`src/rtl/fb_draw_ctrl.sv`:
```
// fb_draw_ctrl: merges CPU single-pixel writes and clipped rectangle fills onto one framebuffer write port.
// Latency: an accepted CPU pixel appears on the draw port the next cycle; fill pixels stream one per free cycle.
// Backpressure: CPU pixels always win the port; fill counters stall in any cycle a CPU pixel is accepted.
module fb_draw_ctrl #(
  parameter int FB_WIDTH  = 160,
  parameter int FB_HEIGHT = 120
) (
  input  logic        Fast_Clock,
  input  logic        Reset,
  input  logic        Pix_Req,
  input  logic [31:0] Pix_X,
  input  logic [31:0] Pix_Y,
  input  logic [31:0] Pix_Color,
  output logic        Pix_Ack,
  input  logic        Fill_Start,
  input  logic [7:0]  Fill_X0,
  input  logic [6:0]  Fill_Y0,
  input  logic [7:0]  Fill_W,
  input  logic [6:0]  Fill_H,
  input  logic [8:0]  Fill_Color,
  output logic        Fill_Busy,
  output logic        Fill_Done,
  output logic        Enable_Draw,
  output logic [31:0] Draw_X,
  output logic [31:0] Draw_Y,
  output logic [31:0] Draw_Color
);

  localparam logic [8:0] FB_W9 = 9'(FB_WIDTH);
  localparam logic [8:0] FB_H9 = 9'(FB_HEIGHT);

  typedef enum logic [1:0] {IDLE, FILL, DONE} state_t;

  state_t     state;
  logic [8:0] x0;
  logic [8:0] x_end;
  logic [8:0] y_end;
  logic [8:0] cur_x;
  logic [8:0] cur_y;
  logic [8:0] fill_color;

  logic [8:0] sum_x;
  logic [8:0] sum_y;
  logic [8:0] start_x_end;
  logic [8:0] start_y_end;
  logic       start_empty;
  logic       cpu_accept;
  logic       last_pix;
  logic       row_end;

  // Only the low 9 color bits reach the framebuffer; the rest is intentionally dropped.
  logic unused_pix_color;
  assign unused_pix_color = ^Pix_Color[31:9];

  // Clip the requested rectangle to the framebuffer in 9 bits so origin+size cannot wrap.
  always_comb begin
    sum_x       = {1'b0, Fill_X0} + {1'b0, Fill_W};
    sum_y       = {2'b0, Fill_Y0} + {2'b0, Fill_H};
    start_x_end = ((sum_x < FB_W9) ? sum_x : FB_W9) - 9'd1;
    start_y_end = ((sum_y < FB_H9) ? sum_y : FB_H9) - 9'd1;
    start_empty = (Fill_W == 8'd0) || (Fill_H == 7'd0) ||
                  ({1'b0, Fill_X0} >= FB_W9) || ({2'b0, Fill_Y0} >= FB_H9);
    cpu_accept  = Pix_Req && !Pix_Ack;
    row_end     = (cur_x == x_end);
    last_pix    = row_end && (cur_y == y_end);
  end

  // Fill FSM, CPU arbitration and registered draw port in one sequential block.
  always_ff @(posedge Fast_Clock) begin
    if (!Reset) begin
      state       <= IDLE;
      x0          <= '0;
      x_end       <= '0;
      y_end       <= '0;
      cur_x       <= '0;
      cur_y       <= '0;
      fill_color  <= '0;
      Pix_Ack     <= 1'b0;
      Fill_Busy   <= 1'b0;
      Fill_Done   <= 1'b0;
      Enable_Draw <= 1'b0;
      Draw_X      <= '0;
      Draw_Y      <= '0;
      Draw_Color  <= '0;
    end else begin
      Enable_Draw <= 1'b0;
      Pix_Ack     <= 1'b0;
      Fill_Done   <= 1'b0;

      // A CPU pixel claims the port; the fill branch below yields in that cycle.
      if (cpu_accept) begin
        Enable_Draw <= 1'b1;
        Pix_Ack     <= 1'b1;
        Draw_X      <= Pix_X;
        Draw_Y      <= Pix_Y;
        Draw_Color  <= {23'd0, Pix_Color[8:0]};
      end

      case (state)
        IDLE: begin
          if (Fill_Start) begin
            x0         <= {1'b0, Fill_X0};
            x_end      <= start_x_end;
            y_end      <= start_y_end;
            cur_x      <= {1'b0, Fill_X0};
            cur_y      <= {2'b0, Fill_Y0};
            fill_color <= Fill_Color;
            Fill_Busy  <= 1'b1;
            state      <= start_empty ? DONE : FILL;
          end
        end
        FILL: begin
          if (!cpu_accept) begin
            Enable_Draw <= 1'b1;
            Draw_X      <= {23'd0, cur_x};
            Draw_Y      <= {23'd0, cur_y};
            Draw_Color  <= {23'd0, fill_color};
            if (last_pix) begin
              state <= DONE;
            end else if (row_end) begin
              cur_x <= x0;
              cur_y <= cur_y + 9'd1;
            end else begin
              cur_x <= cur_x + 9'd1;
            end
          end
        end
        DONE: begin
          Fill_Done <= 1'b1;
          Fill_Busy <= 1'b0;
          state     <= IDLE;
        end
        default: begin
          Fill_Busy <= 1'b0;
          state     <= IDLE;
        end
      endcase
    end
  end

endmodule

```
`config.mk`:
```
export PLATFORM = sky130hd
export DESIGN_NAME = fb_draw_ctrl
export DESIGN_NICKNAME = d
export VERILOG_FILES = /design/src/rtl/fb_draw_ctrl.sv
export SDC_FILE = /design/constraint.sdc
export NUM_CORES = 1
export LEC_CHECK = 0
export ABC_AREA = 1
export BUFFER_PORTS_ARGS = -buffer_cell sky130_fd_sc_hd__buf_2
export CAP_MARGIN = 20
export CORE_MARGIN = 4
export CORE_UTILIZATION = 37
export DETAILED_ROUTE_END_ITERATION = 12
export GPL_ROUTABILITY_DRIVEN = 0
export SYNTH_ARGS = -nofsm -noshare
export SYNTH_HDL_FRONTEND = slang
export SYNTH_SLANG_ARGS = --single-unit
```
`constraint.sdc`:
```
create_clock -name Fast_Clock -period 2.65 [get_ports Fast_Clock]
set_clock_uncertainty 0.2 [all_clocks]
set_input_delay 0.1325 -clock Fast_Clock [delete_from_list [all_inputs] [get_ports Fast_Clock]]
set_output_delay 0.1325 -clock Fast_Clock [all_outputs]
set_load 0.02 [all_outputs]
```
==> impl_metrics.py <==
metrics = {
    "run_status": {
        "status": "completed",
    },
    "yosys": {
        "synth_cell_type_count": 42,
        "yosysTopAreaCell": "dfxtp_1",
        "async_flop_share_pct": 0,
        "postSynthAreaPerCell_sq_um": 7.737,
        "synth_commonest_cells": "nand2_1, dfxtp_1, inv_1",
        "synth_seq_cells": 155,
        "syn_area_sq_mm": 0.007218,
        "yosysMostFrequentCell": "nand2_1",
        "yosys-top-cells-area": "dfxtp_1, nand2_1, a32o_1",
        "synth_top_area_share_pct": 42.99,
        "ys_warn_count": 0,
        "ys.flop_type": "dfxtp_1",
        "seq_area_frac_synth_pct": 42.99,
        "syn_inst": 933,
        "synth_edf_count": 0,
        "synth_fp_nets": 1093,
    },
    "setup_path": {
        "reg2reg_depth": 12,
        "crit_fanout": 5,
        "critPathLaunch": "Fill_Y0[3]",
        "r2r_end": "cur_y[1]",
        "reg2reg_slack_ps": 280,
        "cp_data_required_time_ps": 2780,
        "path_class": "primary input to flop",
        "critical_path_arrival_ps": 2600,
        "end_kind": "flop",
        "r2r_start": "cur_x[1]",
        "worstSetupStartpointType": "primary input",
        "crit_end": "y_end[6]",
    },
    "timing": {
        "finalSetupViolations": 0,
        "layout_setup_ws_ps": 177.2,
        "worst_pin_slew_ps": 713.4,
        "hold_violations": 0,
        "rsz0062_at_grt": "true",
        "finalCriticalPeriod_ps": 2473,
        "maxSlewHeadroom_pct": 51.69,
        "drv_slew": 0,
        "fin_crit_sh_pct": 93.31,
        "clock.fmax_mhz": 404.4,
        "hold_ws_ps": 12.74,
    },
    "route": {
        "ant_nets": 0,
        "via_per_inst": 4.947,
        "vias": 7520,
        "drc": 0,
        "wire_per_inst_um": 15.20,
        "first_pass_iters": 5,
        "drt_iter0_markers": 461,
        "drt_wl_total_um": 23100,
    },
    "placed_design": {
        "io_buffers": 215,
        "pre_cts_slack_ps": 31.92,
        "dp_hpwl_um": 15650,
    },
    "layout": {
        "antenna_cells": 0,
        "n_fill_cell": 1861,
        "drive_gt1_share_pct": 25.24,
        "syn_to_final_growth_pct": 43.87,
        "fin_nets": 1407,
        "register_area_sq_mm": 0.003104,
        "final_core_util_pct": 54.79,
        "multi_input_area_sq_mm": 0.003652,
    },
    "cts": {
        "cts-buffers-inserted": 17,
        "clk_pin_slew_ps": 70,
        "clock_sinks": 155,
        "clk_latency_ps": 430,
        "cts.path.max_buffers": 2,
        "cts_tree": "built",
        "clock-root-buffer": "clkbuf_16",
        "h-tree-depth": 4,
    },
    "worst_hold_path": {
        "hold_class": "primary input to flop",
        "min_from": "Fill_Y0[1]",
    },
    "run": {
        "cap_violations": 0,
    },
    "floorplan": {
        "die-width_um": 147.7,
        "coreArea_sq_mm": 0.01896,
        "rows": 50,
        "die_h_um": 147.7,
        "dieArea_sq_mm": 0.02181,
        "num_io_pins": 239,
        "initial_utilization_pct": 38.08,
    },
    "global_routing": {
        "grt_pass1_wl_um": 36870,
        "grt_antenna_before_repair": 0,
        "gr-usage-all-layers_pct": 20.58,
        "grt_start_max_net_pins": 99,
        "overflow": 0,
        "grt_pass1_vias": 7366,
    },
    "power_and_ir_drop": {
        "power_density_mw_per_mm2": 692.2,
        "ir_worst_vdd_mv": 0.4223,
        "leakage_nw": 4.746,
    },
}
## cell families (layout without fill, tap and decap cells)
kind of cell             after synthesis  in the layout  synth area share (%)
flip-flops                           155            155                 42.99
AND/OR/NAND/NOR                      353            353                 21.01
buffers and inverters                144            471                 7.835
XOR/XNOR                              23             23                 2.791
AO/OA/AOI/OAI                        233            233                 20.97
adder cells (fa/ha/maj)               21             21                 3.848
multiplexers                           4              4                0.5547
## power by group
group / total [mW] / internal [mW] / switching (mW)
registers: 2.73 / 2.56 / 0.168
clock network: 2.49 / 1.29 / 1.19
logic: 1.97 / 0.774 / 1.20
## cell usage in the layout (no fill, tap or decap), drive strengths merged, types with 3 or more instances in the layout
cell and instances:
nand3b 5, buf 240, inv 100, ha 19, nor3 8, a31oi 5, a32o 46, nor2 78
nand4 14, mux2i 4, nand3 50, o211ai 3, dfxtp 155, xor2 16, nand2 189, o22ai 5
nor4 8, clkinv 8, clkbuf 17, dlygate4sd3 105, o311ai 3, a221oi 4, xnor2 7, o21ai 93
a21oi 71
## cell type report
cell class	count	area share, %
well taps	260	3.133
clock buffers	17	4.096
multi-input cells	634	35.17
inverters	94	3.398
clock inverters	15	1.880
repair buffers	345	22.43
flip-flops and latches	155	29.89
## timing repair
item | in CTS | in global routing
setup buffers | 0 | 2
endpoints found under the setup margin | 0 | 15
hold endpoints to repair | 111 | 0
hold buffers | 105 | 0
gates resized for setup | 0 | 21
## worst min-delay path by stage
stage,to,slack [ps],cells after the start
after detailed placement,Draw_Y[18],140,2
after global placement,Draw_X[22],140,2
after global routing,cur_y[1],30,5
after CTS,cur_y[4],4,7
final,cur_y[1],10,5
after floorplan,Draw_X[10],50,1
## per-layer routing
metal,up-vias,share of wire (%),global-route usage (%)
met5,-,0,0
met4,0,2.5,7.642
met3,42,6.1,5.395
met2,214,46,32.71
met1,3454,45,26.95
li1,3810,-,-
## sequential cells by signal, indices dropped and copies added, names as in the netlist, 9 cells and up
register    count
Draw_Color     32
Draw_X         32
Draw_Y         32
cur_x           9
cur_y           9
fill_color      9
x_end           9
y_end           9
## critical path, cell delays in order
cell           delay (ps)
dlygate4sd3_1         530
buf_2                 160
ha_4                  300
nand2_1                60
inv_2                  80
nand2_1                70
nand2_1                60
nand2_1                40
nand2_1               100
inv_1                  70
a21oi_2               200
nand2_1               110
ha_2                  190
buf_4                 130
nand4_1                90
nand2_1                70
o21ai_0               150
nor2_1                 50
## stage by stage
step,cell area (sq um),std cells,setup TNS (ps),power [mW]
6_report,10390,1520,0,7.189
5_1_grt,10390,1520,-16.07,7.597
4_1_cts,10270,1518,0,7.199
3_5_place_dp,8602,1381,0,4.568
3_3_place_gp,8602,1381,0,4.561
2_1_floorplan,7218,933,0,4.000
Power figures use the tool's default switching activity.
